$ cat src/rtl/state_sequencer.sv
// Run sequencer: steps an externally incremented 3-bit state from 0 up to a latched limit,
// with pause/clear control, a completed-run counter and an incrementer integrity flag.
module state_sequencer #(
    parameter int unsigned LAPS_W = 4
) (
    input  logic              clk,
    input  logic              rst,
    input  logic              start,
    input  logic              pause,
    input  logic              clear,
    input  logic [2:0]        limit,
    input  logic [2:0]        qnext,
    output logic [2:0]        q,
    output logic              busy,
    output logic              done,
    output logic              wrap,
    output logic [LAPS_W-1:0] laps,
    output logic              err
);

    typedef enum logic [1:0] {StIdle, StRun, StPause, StDone} state_e;

    state_e     state_q;
    logic [2:0] lim_q;
    logic       start_q;
    logic       rise;

    assign rise = start & ~start_q;

    always_ff @(posedge clk or negedge rst) begin
        if (!rst) begin
            state_q <= StIdle;
            q       <= 3'd0;
            lim_q   <= 3'd0;
            start_q <= 1'b0;
            busy    <= 1'b0;
            done    <= 1'b0;
            wrap    <= 1'b0;
            laps    <= '0;
            err     <= 1'b0;
        end else begin
            start_q <= start;
            done    <= 1'b0;
            wrap    <= 1'b0;
            if (clear) begin
                state_q <= StIdle;
                q       <= 3'd0;
                busy    <= 1'b0;
                err     <= 1'b0;
            end else begin
                unique case (state_q)
                    StIdle: begin
                        if (rise) begin
                            state_q <= StRun;
                            q       <= 3'd0;
                            lim_q   <= limit;
                            busy    <= 1'b1;
                        end
                    end
                    StRun: begin
                        if (pause) begin
                            state_q <= StPause;
                        end else if (q == lim_q) begin
                            state_q <= StDone;
                            busy    <= 1'b0;
                            done    <= 1'b1;
                            if (laps != '1) begin
                                laps <= laps + 1'b1;
                            end
                        end else begin
                            // The incrementer's value is loaded even when it is wrong.
                            q <= qnext;
                            if (qnext != q + 3'd1) begin
                                err <= 1'b1;
                            end
                            if (q == 3'd7 && qnext == 3'd0) begin
                                wrap <= 1'b1;
                            end
                        end
                    end
                    StPause: begin
                        if (!pause) begin
                            state_q <= StRun;
                        end
                    end
                    StDone: begin
                        state_q <= StIdle;
                    end
                    default: begin
                        state_q <= StIdle;
                    end
                endcase
            end
        end
    end

endmodule

$ cat config.mk
export PLATFORM = sky130hd
export DESIGN_NAME = state_sequencer
export DESIGN_NICKNAME = d
export VERILOG_FILES = /design/src/rtl/state_sequencer.sv
export SDC_FILE = /design/constraint.sdc
export NUM_CORES = 1
export LEC_CHECK = 0
export BUFFER_PORTS_ARGS = -buffer_cell sky130_fd_sc_hd__buf_4
export CAP_MARGIN = 20
export CELL_PAD_IN_SITES_DETAIL_PLACEMENT = 0
export CELL_PAD_IN_SITES_GLOBAL_PLACEMENT = 1
export CORE_ASPECT_RATIO = 1.25
export CORE_MARGIN = 4
export CORE_UTILIZATION = 35
export DETAILED_ROUTE_END_ITERATION = 6
export GPL_TIMING_DRIVEN = 0
export HOLD_SLACK_MARGIN = 0.02
export PLACE_DENSITY_LB_ADDON = 0.1
export SYNTH_ARGS = -nofsm -noshare
export SYNTH_HDL_FRONTEND = slang
export SYNTH_SLANG_ARGS = --single-unit
$ cat constraint.sdc
create_clock -name clk -period 4.01 [get_ports clk]
set_input_delay 0.401 -clock clk [delete_from_list [all_inputs] [get_ports clk]]
set_output_delay 0.401 -clock clk [all_outputs]
set_load 0.005 [all_outputs]
After elaboration in Yosys (flattened, before gate mapping)
Cells that the tools add are included.
Storage, ports and cells
  register bits: 17
  latch bits: 0
  memory bits (writable): 0
  bits in read-only memories: 0
  input port bits: 11
  output and inout port bits: 11
  memories: 0
Cells by class
  add/subtract/negate cells: 2
  $mul: 0
  divide/modulo/power cells: 0
  magnitude comparators: 0
  equality and inequality tests: 15
  shifts and indexed selects: 0
  muxes and demuxes: 30
  bitwise operators: 4
  reduce and logical (&&, ||, !) cells: 12
Operators by type and width (number)
  $mux W1: 18
  $ne A3 B3 Y1 const B: 5
  $mux W3: 4
  $reduce_and A4 Y1: 3
  $mux W2: 5
  $ne A4 B4 Y1 const B: 2
  $pmux W2 S4: 1
  $pmux W3 S2: 1
  $reduce_and A3 Y1: 2
  $reduce_and A5 Y1: 1
  $add A4 B1 Y4 const B: 1
  $eq A2 B2 Y1 const B: 2
  $reduce_bool A2 Y1: 2
  $add A3 B1 Y3 const B: 1
  $eq A3 B3 Y1: 1
  $eq A3 B3 Y1 const B: 1
  $logic_not A3 Y1: 1
  $ne A3 B3 Y1: 1
  $not A1 Y1: 3
  $reduce_bool A3 Y1: 1
  $eq A2 B1 Y1 const B: 1
  $logic_not A2 Y1: 1
  $ne A2 B1 Y1 const B: 1
  $ne A2 B2 Y1 const B: 1
  other kinds (3): 3

Logic depth before layout (Yosys ltp)
Gate-level depths: netlist of run 1.
  word-level depth: 7
  depth in mapped cells: 5
  depth with buffers taken out: 5

Worst setup path before layout of run 1
OpenSTA, ideal clock, no wires.
  kind: input to register
  from: input port clear
  to: register laps[1]
  data arrival time: 1.673 ns
  slack: 2.212 ns
  cell stages on the path: 5
  path buffers: 1
  cell sequence: buf_6 -> or4b_4 -> nor4_4 -> nand2_1 -> mux2_2
On the way
  word-level cells in the longest chain between the ends: 2
Ends and longest elaborated chain
  from (decl): RTL line 10  | input logic clear,
  $not A1 Y1 (no source line)
  $reduce_and A5 Y1 (no source line)
  to (signal assigned): RTL line 68  | laps <= laps + 1'b1;
  to (decl): RTL line 17  | output logic [LAPS_W-1:0] laps,
Every way passes these cells.
A chain may end at the register's enable or synchronous reset.

Final worst setup path of run 1
  from: register state_q[1]
  to: register lim_q[0]
On the way
  word-level cells in the longest chain between the ends: 2
Ends and longest elaborated chain
  from (decl): RTL line 23  | state_e state_q;
  from (signal assigned): RTL line 32  | state_q <= StIdle;
  from (signal assigned): RTL line 46  | state_q <= StIdle;
  from (signal assigned): RTL line 54  | state_q <= StRun;
  $logic_not A2 Y1: RTL line 51  | unique case (state_q)
  $reduce_and A3 Y1 (no source line)
  to (signal assigned): RTL line 56  | lim_q <= limit;
  to (decl): RTL line 24  | logic [2:0] lim_q;
Every way passes these cells.

==> results.txt, run 1 <==
* GRT Residual Overflow: 0
- Count of input and output buffers: 20
- Height of the die: approximately 63 um
- Final antenna diode count: 0
- Global-route wire length before repair: 2808 um
- Max Transition Viols Final: 0
- Power per standard cell area: 349.2 nW/um^2
- Total number of vias: 606
- Routability Congestion: a little over 0.7
* CTS Buf Count: 3
- The cell area that synthesis handed to floorplanning was around 850 um^2.
- Overall power consumption: about 0.00038 W
- First-pass DRT Iterations: 2
- In the final timing run, aggregate negative setup slack is 0 ns.
* Post-route setup slack: around 2.1 ns
* Post-CTS Repair Setup Buffers: 0
- In the final layout, the share of cells above drive strength 1 is 0.3750.
- The synthesized design contains 17 register bits.
- Across all hold checks on the routed design, the worst slack comes to roughly 0.23 ns.
- The number of global-route vias before repair came to about 600.
- The worst setup path is launched from a flip-flop.
- Worst-case clock buffer depth: 2
- The post-synthesis compound-gate area fraction is 0.06881.
* Worst slack at placement: roughly 2.1 ns
- Maximum ir drop on the vdd rail: roughly 0.28 mV
- In this run the number of H-tree levels came out at 1.
- For this design, the sink count on the clock tree is 17.
- Across the routed clock network, the largest skew measured is ~0.0037 ns.
- The floorplan has 19 rows.
* Number of antenna violations at the first check in global routing: 0
- Adder-Cell Fraction of Synth Area: 0.04392
* Hold violation count in the final report: 0
- During I/O placement, the number of pins put on the boundary was 22.
- The run finished with clean final reports.
- Across the run, the number of max-cap violations was 0.
- Entering global routing, the biggest net connects 18 pins.
- From left edge to right edge, the die measures ~52 um.
- Fraction of the cycle the final worst path needs: 0.4753
* Clock insertion delay at the later pin of the skew report: between 0.2 and 0.3 ns
- Of all nets on the critical path, the largest fanout is 7.
- Kind of end point of the critical path: flip-flop
- Post-synthesis xor/xnor area fraction: 0.07174
- Yosys printed 0 warnings.
- Non-Filler Cell Area, Final: 1081 um^2
- Required time worst endpoint: around 4.2 ns
- The share of the Yosys chip area taken by registers is 0.4978.
- Post-synth cell types: 28
- Dividing the detail-routed via count by the number of cells gives roughly 4.8.
- In the global route stage, overall resource usage came out at 0.1147.
- By area, the combinational part of the netlist is dominated by simple AND/OR/NAND/NOR gates.
* Initial core utilization: 0.3784
- The area growth from synthesis to layout is 26.50%.
- Wires add up to about 1600 um.
* Setup slack on the worst flop-to-flop path: approximately 2.1 ns
* Residual DRC count: 0
- Avg WL per Cell: about 13 um
- Post-Syn Nets: 85
- Area inside the core boundary: around 2300 um^2
- In this run the cell area measured after placement is between 1000 and 1500 um^2.
- In this run the remaining antenna-violating nets after routing total 0.
* Cell chosen for the clock root: clkbuf_4
- Buffers inserted to repair hold after CTS numbered 1.
* Highest attainable clock frequency: about 520 MHz
* Period minus WS final: around 1.9 ns
- Endpoint arrival time on the critical path: roughly 2.1 ns
- Mux contribution to synthesized area: 0.1010
- Of the total synthesized cell area, the portion taken by AND, OR, NAND and NOR gates is 0.1991.
* Worst hold path type: primary input to flip-flop
* Worst slew pin tran: around 0.73 ns
* Critical Setup Path Class: flip-flop to flip-flop
* Final-report setup violation count: 0
* Clock-pin slew of the registers on the worst-case setup and hold paths: ~0.10 ns
- Worst slew margin relative to its limit: 0.5103
- Post-CTS resize count: 0
* Area of the die: 3301 um^2
* CTS tree: done
* Iter 0 DRT Violations: 4
- Gate Count Post-Synth: slightly above 70
- The analysis attributes to cell leakage a power of ~0.53 nW.
- Setup repair after global routing left no endpoint under its margin.
* Nets@finish: about 110
* Mean area per synthesized cell: about 12 um^2
[placed cells by master, fill, tap and decap left out, drive strengths merged]
master / instances
mux2i: 3
nand3b: 1
nand2b: 2
o21ba: 1
clkbuf: 3
o31ai: 1
or3b: 1
a31oi: 2
nor3b: 1
or4b: 3
inv: 1
buf: 21
clkinv: 1
a221oi: 1
mux2: 5
dlygate4sd3: 1
a21oi: 3
dfrtp: 17
nand2: 1
xor2: 4
nand3: 1
ha: 3
nand4: 1
xnor2: 3
o21ai: 1
nor4: 1
nor2b: 2
nor3: 2
and2: 3
nor2: 6
[routing by layer]
layer | track usage | up-vias | part of all wire
li1 | - | 303 | -
met1 | 0.1526 | 289 | 0.44
met2 | 0.1651 | 12 | 0.50
met3 | 0.03538 | 2 | 0.051
met4 | 0.05751 | 0 | 0.0099
met5 | 0 | - | 0
[power breakdown]
part	internal [W]	switching (W)
sequential	0.000190	0.0000167
clock	0.0000370	0.0000536
combinational	0.0000439	0.0000364
total	0.000271	0.000107
[worst max-delay path, cell delays in order (launching register included)]
cell,delay [ns]
dfrtp_1,0.45
or4b_2,0.73
nor2_1,0.26
mux2_2,0.36
[cell usage after synthesis]
library cell	number	share of area
xnor2_1	3	0.031
o21ba_2	1	0.012
mux2i_1	3	0.035
ha_1	3	0.044
mux2_2	5	0.066
nand3_1	1	0.0059
or4b_2	2	0.023
nor4_4	1	0.025
nor3_1	2	0.012
and2_1	3	0.022
a21oi_1	3	0.018
nor3b_1	1	0.0088
buf_6	1	0.013
or3b_2	1	0.010
nand2_1	1	0.0044
o21ai_0	1	0.0059
dfrtp_1	17	0.50
xor2_1	4	0.041
a221oi_1	1	0.010
a31oi_1	2	0.015
o31ai_1	1	0.0088
nand2b_1	2	0.015
inv_1	1	0.0044
nand4_1	1	0.0073
or4b_4	1	0.016
nor2_1	6	0.026
nor2b_1	2	0.015
nand3b_1	1	0.0088
[metrics by stage]
step                      instances  utilization
after floorplan                  71            -
after global placement          122       0.4621
after detailed placement        122       0.4621
after CTS                       127       0.4787
after global routing            127       0.4787
final                           127       0.4787
[cell families (layout without fill, tap and decap cells)]
| kind of cell | Yosys count | after routing |
|---|---|---|
| AND/OR/NAND/NOR | 25 | 25 |
| buffers and inverters | 2 | 27 |
| adder cells (fa/ha/maj) | 3 | 3 |
| AO/OA/AOI/OAI | 9 | 9 |
| XOR/XNOR | 7 | 7 |
| multiplexers | 8 | 8 |
| flip-flops | 17 | 17 |
[worst paths after layout]
path,from,end,depth (start not counted)
min reg2reg,err,err,1
min,start,start_q,1
max,state_q[1],lim_q[0],3
min in group asynchronous,rst,err,2
max reg2reg,state_q[1],lim_q[0],3
max in group asynchronous,rst,lim_q[0],2
[flip-flops by register name, summed over array words and instances, names as in the netlist]
signal   flops
wrap         1
start_q      1
q            3
state_q      2
lim_q        3
err          1
laps         4
done         1
busy         1
[cell type report]
type	count	area (um^2)
fill	237	1177
inverter	1	3.754
clock inverter	1	5.005
sequential	17	425.4
clock buffer	3	22.52
buffer	1	11.26
timing repair buffer	21	160.2
tap	31	38.79
multi-input combinational	52	414.1
No activity file was read; power rests on OpenSTA's default activity.
==> inputs of run 2 (changes only) <==
clock period = 1.7 ns   (was 4.01 ns; I/O delays follow)
==> results.txt, run 2 (synthesis gave the netlist of run 1 again) <==
- Flip-flop count of the largest register after layout: 4
- Final antenna diode count: 0
- Across the run, the number of max-cap violations was 0.
- Counting along the longest clock path gives a buffer depth of 2.
- Kind of end point of the critical path: flip-flop
- Clock-pin slew was measured on the worst setup and hold paths at about 0.1 ns.
* HPWL Detailed: ~1300 um
- Skew final: approximately 0.0015 ns
- Summed over all cells, the static leakage comes to 0.5623 nW.
- Number of antenna violations at the first check in global routing: 0
- Fraction of layout cells with a size suffix above 1: 0.4200
- The worst setup path is launched from a flip-flop.
- Fraction of the cycle the final worst path needs: 0.9944
* Peak per-stage delay on the critical path: 0.53 ns
- GRT Residual Overflow: 0
- Hold violation count in the final report: 0
- Overall power consumption: between 0.0009 and 0.001 W
- At the later pin of the worst-skew pair, clock insertion delay measures approximately 0.28 ns.
* Required time worst endpoint: 1.88 ns
- At the pin with the least slew margin, the transition time is slightly below 0.5 ns.
- Cell-by-cell trace of the critical path: buf_4, or4b_4, nor2_4, mux2_4
* Number of primary I/O pins: 22
- The flow ran to the end, and the final reports show no timing, DRC or antenna violations.
* Worst slew margin relative to its limit: 0.6733
- Period minus WS final: about 1.7 ns
- Cell type of the slowest stage on the worst timing path: or4b_4
- The first detailed-routing pass ran for 3 iterations.
- The detail route stage leaves a number of antenna-violating nets equal to 0.
* Via count of the first global-routing pass: a little over 600
* Number of H-tree levels: 1
- Maximum ir drop on the vdd rail: 0.4740 mV
* Top library cells by usage in the layout, fill and taps aside: buf_4 (23), dfrtp_1 (16), nor2_1 (5)
* Total number of vias: 629
* Max Transition Viols Final: 0
- Crit-path leading delay family: simple AND/OR/NAND/NOR gates
- Of all nets on the critical path, the largest fanout is 6.
* Area of the die: between 3000 and 4000 um^2
* Avg WL per Cell: roughly 13 um
* Critical Setup Path Class: flip-flop to flip-flop
- Nets@finish: about 120
- Residual DRC count: 0
* Row count: 19
- Setup repair after global routing could not meet its margin everywhere.
- The number of buffers and inverters on the critical path is 1.
- Most frequent standard cell in the layout excluding fill and tap cells: buf_4
- Final-report setup violation count: 0
- In this run the vertical extent of the chip is roughly 63 um.
- The tree is rooted in a clkbuf_4.
* Via density: a little under 5
- The tree built by TritonCTS fans out to 17 sinks.
- Relative to the synthesized area, the layout overhead comes to 33.68%.
- Count of fill cells added during filler insertion: 223
* Area inside the core boundary: ~2300 um^2
* Endpoint arrival time on the critical path: 1.87 ns
- Wire length reported by the detailed router: approximately 1700 um
- Derived from the worst setup path, the maximum achievable clock frequency is 591.5 MHz.
* Maximum number of pins on one net before global-route repair: 18
- Hold slack final: around 0.082 ns
- Leading registers by flop count: laps (4), lim_q (3), q (3)
- Die extent in x: approximately 52 um
* Initial core utilization: 0.3784
* Iter 0 DRT Violations: 6
- Register ranked first by flip-flop count: laps
- Worst hold path type: primary input to flip-flop
* Global-route wire length before repair: 2780 um
* CTS Buf Count: 3
- Routability-driven placement finished with a final weighted congestion of between 0.7 and 0.8.
- GRT Overall Usage: 0.1143
- CTS tree: done
- Power per standard cell area: roughly 800 nW/um^2
* Count of input and output buffers: 20
run 2: cell count changes in the layout (fill, tap and decap cells not counted), sizes merged:
cell | before | now
buf | 21 | 24
dlygate4sd3 | 1 | 2
run 2: layout make-up:
class | instances | area, um^2 | share of cell area
Buffer | 1 | 11.26 | 0.009858
Clock buffer | 3 | 22.52 | 0.01972
Clock inverter | 1 | 5.005 | 0.004381
Inverter | 1 | 3.754 | 0.003286
Multi-Input combinational cell | 52 | 441.7 | 0.3866
Sequential cell | 17 | 426.7 | 0.3735
Tap cell | 31 | 38.79 | 0.03395
Timing Repair Buffer | 25 | 192.7 | 0.1687
run 2: path summary, 6_finish.rpt:
kind / start / cells past startpoint / slack (ns) / endpoint
setup reg to reg: state_q[1] / 4 / 0.01 / lim_q[0]
max in group asynchronous: rst / 2 / 1.21 / state_q[1]
hold / removal: clear / 2 / 0.08 / state_q[1]
hold reg to reg: err / 1 / 0.51 / err
setup / recovery: state_q[1] / 4 / 0.01 / lim_q[0]
min in group asynchronous: rst / 2 / 0.29 / err
run 2: per-stage QoR:
step / TNS, ns / util / cells / worst slack [ns] / cell area, um^2
5_1_grt: -0.1928 / 0.5058 / 131 / -0.05737 / 1142
4_1_cts: -0.1060 / 0.5008 / 131 / -0.05654 / 1131
3_3_place_gp: -0.5369 / 0.4670 / 122 / -0.1291 / 1055
6_report: 0 / 0.5058 / 131 / 0.009523 / 1142
2_1_floorplan: 0 / - / 71 / 0.01250 / 865.8
3_5_place_dp: -0.6482 / 0.4670 / 122 / -0.1223 / 1055
run 2: power breakdown:
part           internal, W  switching, W  total [W]
clock            0.0000874      0.000125   0.000212
combinational     0.000121     0.0000948   0.000216
sequential        0.000448     0.0000419   0.000490
total             0.000656      0.000261   0.000918
run 2: metal layers:
metal	global-route usage	vias to the layer above	routed length, um
met3	0.03066	2	95
met2	0.1745	16	825
li1	-	311	-
met4	0.06709	0	20
met5	0	-	0
met1	0.1414	300	720
run 2: what timing repair did:
| action | in CTS | in global routing |
|---|---|---|
| buffers inserted | 3 | 0 |
| endpoints found under the setup margin | 7 | 7 |
| gates resized for setup | 2 | 3 |
| gates cloned | 0 | 0 |
| hold buffers | 2 | 0 |
| hold endpoints to repair | 18 | 0 |
| pin swaps | 5 | 2 |
==> inputs of run 3 (changes only) <==
ABC_AREA = 1   (was unset)
PLACE_DENSITY = 0.82   (was unset)
PLACE_DENSITY_LB_ADDON = unset   (was 0.1)
==> results.txt, run 3 <==
* Leading registers by flop count: laps (4), lim_q (3), q (3)
- Summed over all instances, the cell type with the most area after synthesis is dfrtp_1.
* Die extent in x: 56.34 um
* Internal Power: 0.0006986 W
- Antenna viol nets, final: 0
* TritonCTS Sinks: 17
- 0 antenna diodes ended up in the layout.
- The number of cells on the worst reg-to-reg path is 8.
- The path with the worst hold slack has its endpoint at wrap.
* HPWL Detailed: ~1600 um
- In this run, synthesis produced a sequential element count of 17.
* CTS tree: done
- Switching share of power: 0.3440
- Count of input and output buffers: 21
- The critical path is of the flip-flop to flip-flop type.
* Total number of vias: about 860
- Register ranked first by flip-flop count: laps
- Measured along the y axis, the die boundary spans ~68 um.
* Max Transition Viols Final: 0
* Row count: 21
- Hold-critical path depth: 2
* Power per standard cell area: between 800 and 900 nW/um^2
- Ys flop type: dfrtp_1
- Share of async-settable or async-resettable flops after synthesis: 1.000
- The library cell used most frequently in the layout, excluding fill and tap cells, is nand2_1.
* Initial core utilization: 0.3741
* Top library cells by usage in the layout, fill and taps aside: nand2_1 (32), buf_4 (21), dfrtp_1 (17)
- Post-synthesis instance area: 1022 um^2
- GRT Overall Usage: 0.1165
- Fraction of layout cells with a size suffix above 1: 0.3061
- Wire length reported by the detailed router: 1921 um
* Highest attainable clock frequency: between 600 and 700 MHz
- The number of nets in the synthesized netlist is between 100 and 150.
- Leading post-synthesis cells by instance count: nand2_1 (32), dfrtp_1 (17), nor2_1 (14)
* Kind of end point of the critical path: flip-flop
- After the last flow step, the layout net total stands at about 160.
- Period minus WS final: 1.496 ns
- Post-route setup slack: between 0.2 and 0.25 ns
- Avg WL per Cell: around 11 um
* Area of the die: 3854 um^2
- Capture instance of the worst register-to-register path: err
- Syn. warnings: 0
* Required time worst endpoint: roughly 1.9 ns
* Post-synth cell types: 24
- Number of H-tree levels: 1
- Synthesis produced a netlist whose cell count is 120.
- Worst hold path type: primary input to flip-flop
* Worst-case clock buffer depth: 2
- Number of antenna violations at the first check in global routing: 0
- The congestion estimate from routability-driven global placement came to ~0.72.
* Iter 0 DRT Violations: 6
- The number of hold violations in the final report was 0.
- In the routed design, unresolved DRC markers number 0.
- After synthesis, the mean cell area works out to 8.519 um^2.
- On the final layout, the worst clock skew is 0.004810 ns.
- In this run the static leakage power is ~0.73 nW.
* Max capacitance violation total: 0
- Across the VDD grid, the largest voltage drop is approximately 0.46 mV.
- Via density: 4.773
* Worst slack at placement: 0.1933 ns
- Setup violations remaining at the end of the flow were counted as 0.
- Flip-flop count of the largest register after layout: 4
- Global-route wire length before repair: 3505 um
- Pin placement for this block handled 22 I/O pins.
- CP max FO: 6
- In this run the tightest slew margin relative to its limit is 0.8061.
- Setup_tns: 0 ns
- Entering global routing, the biggest net connects 18 pins.
- RR Startpoint: q[0]
* Clock-pin slew of the registers on the worst-case setup and hold paths: roughly 0.1 ns
- Setup slack on the worst flop-to-flop path: ~0.20 ns
- Sorting the synthesized cells by area gives the leading types as dfrtp_1 (42%), nand2_1 (12%), nand2_4 (6.6%).
* Via count of the first global-routing pass: between 800 and 900
- Fraction of the cycle the final worst path needs: 0.8800
- The share of total power dissipated in the clock network is 0.206.
- First-pass DRT Iterations: 4
- Start point of the worst min-delay path: qnext[1]
* Post-CTS Repair Setup Buffers: 0
- At the worst endpoint, the arrival time is around 1.7 ns.
- Summed over all layers, the global routing overflow is 0.
- After floorplanning, the core was sized to cover about 2700 um^2.
- Unrepaired setup endpoints after global routing: no
* Sequential-to-total area share from yosys stat: 0.4162
- Cell with the most instances after synthesis: nand2_1
* Portion of synthesized cell area occupied by the leading cell type: 0.4162
* Cell chosen for the clock root: clkbuf_4
* CTS Buf Count: 3
* Part of the power in registers: 0.480
* Worst slew pin tran: between 0.2 and 0.3 ns
- Relative to the synthesized area, the layout overhead comes to 24.24%.
- Number of synthesized flops with an enable pin: 0
- Launching element type of the critical path: flip-flop
* Run status: finished clean
- Summed over all nets, the switching power comes to between 0.0003 and 0.0004 W.
- Part of the power in combinational logic: 0.314
- Clock latency on the worst-skew pair, taken at its later pin, is around 0.30 ns.
run 3: cell count changes after synthesis, sizes merged, moves of 2 or more:
cell	previous run	this run
or4b	3	0
nor2	6	18
nand2b	2	0
xor2	4	1
mux2i	3	0
nor2b	2	0
nand3	1	14
and2	3	0
mux2	5	1
nand2	1	40
inv	1	12
a31oi	2	0
nand4	1	3
run 3: cell families (layout without fill, tap and decap cells):
group / count (synthesis) / in the layout / synth area share
flops: 17 / 17 / 0.4162
mux: 1 / 1 / 0.01102
xor+xnor: 4 / 4 / 0.04162
simple gates: 77 / 77 / 0.4186
buf+inv: 13 / 40 / 0.04895
fa+ha+maj: 3 / 3 / 0.03672
compound gates: 5 / 5 / 0.02693
run 3: through the flow:
step | instances | hold slack, ns | area (um^2) | utilization | total power (W)
after CTS | 181 | 0.02016 | 1270 | 0.4647 | 0.001081
after floorplan | 120 | -0.1256 | 1022 | - | 0.0007464
after global placement | 175 | 0.05002 | 1222 | 0.4473 | 0.0008505
final | 181 | 0.02168 | 1270 | 0.4647 | 0.001065
after global routing | 181 | 0.02068 | 1270 | 0.4647 | 0.001145
after detailed placement | 175 | 0.04967 | 1222 | 0.4473 | 0.0008569
run 3: critical path, stage by stage (launching register included):
cell and delay, ns:
dfrtp_1 0.47, ha_1 0.23, ha_1 0.29, nor2_1 0.11, nor2_1 0.05, nand2_1 0.08
nand3_1 0.07, nand2_1 0.06, nand2_1 0.04
run 3: layout make-up:
cell class                 count  area [um^2]
tap                           34        42.54
timing repair buffer          23        177.7
clock inverter                 1        5.005
fill                         298         1463
inverter                      13        50.05
clock buffer                   3        22.52
multi-input combinational     90        546.8
sequential                    17        425.4
run 3: per-layer routing:
| metal | part of all wire | global-route usage | vias up |
|---|---|---|---|
| met5 | 0 | 0 | - |
| met4 | 0.015 | 0.05341 | 0 |
| met3 | 0.052 | 0.03019 | 3 |
| met2 | 0.53 | 0.2149 | 17 |
| met1 | 0.40 | 0.1256 | 407 |
| li1 | - | - | 437 |
run 3: how the worst max path moves through the flow:
stage / start / slack (ns) / cells after the start / endpoint
2_1_floorplan: q[0] / 0.29 / 8 / err
3_3_place_gp: q[0] / 0.22 / 8 / err
3_5_place_dp: q[0] / 0.19 / 8 / err
4_1_cts: q[0] / 0.17 / 8 / err
5_1_grt: q[0] / 0.02 / 8 / err
6_report: q[0] / 0.20 / 8 / err
run 3: power groups by stage:
stage               Combinational [W]  Clock, W  Sequential, W
CTS                          0.000341  0.000228       0.000512
global placement             0.000333         0       0.000517
floorplan                    0.000233         0       0.000513
finish                       0.000334  0.000220       0.000511
global route                 0.000377  0.000247       0.000521
detailed placement           0.000337         0       0.000520
run 3: what timing repair did:
action                    CTS  global route
hold endpoints to repair   18             0
resized for setup           0             0
hold buffers                2             0
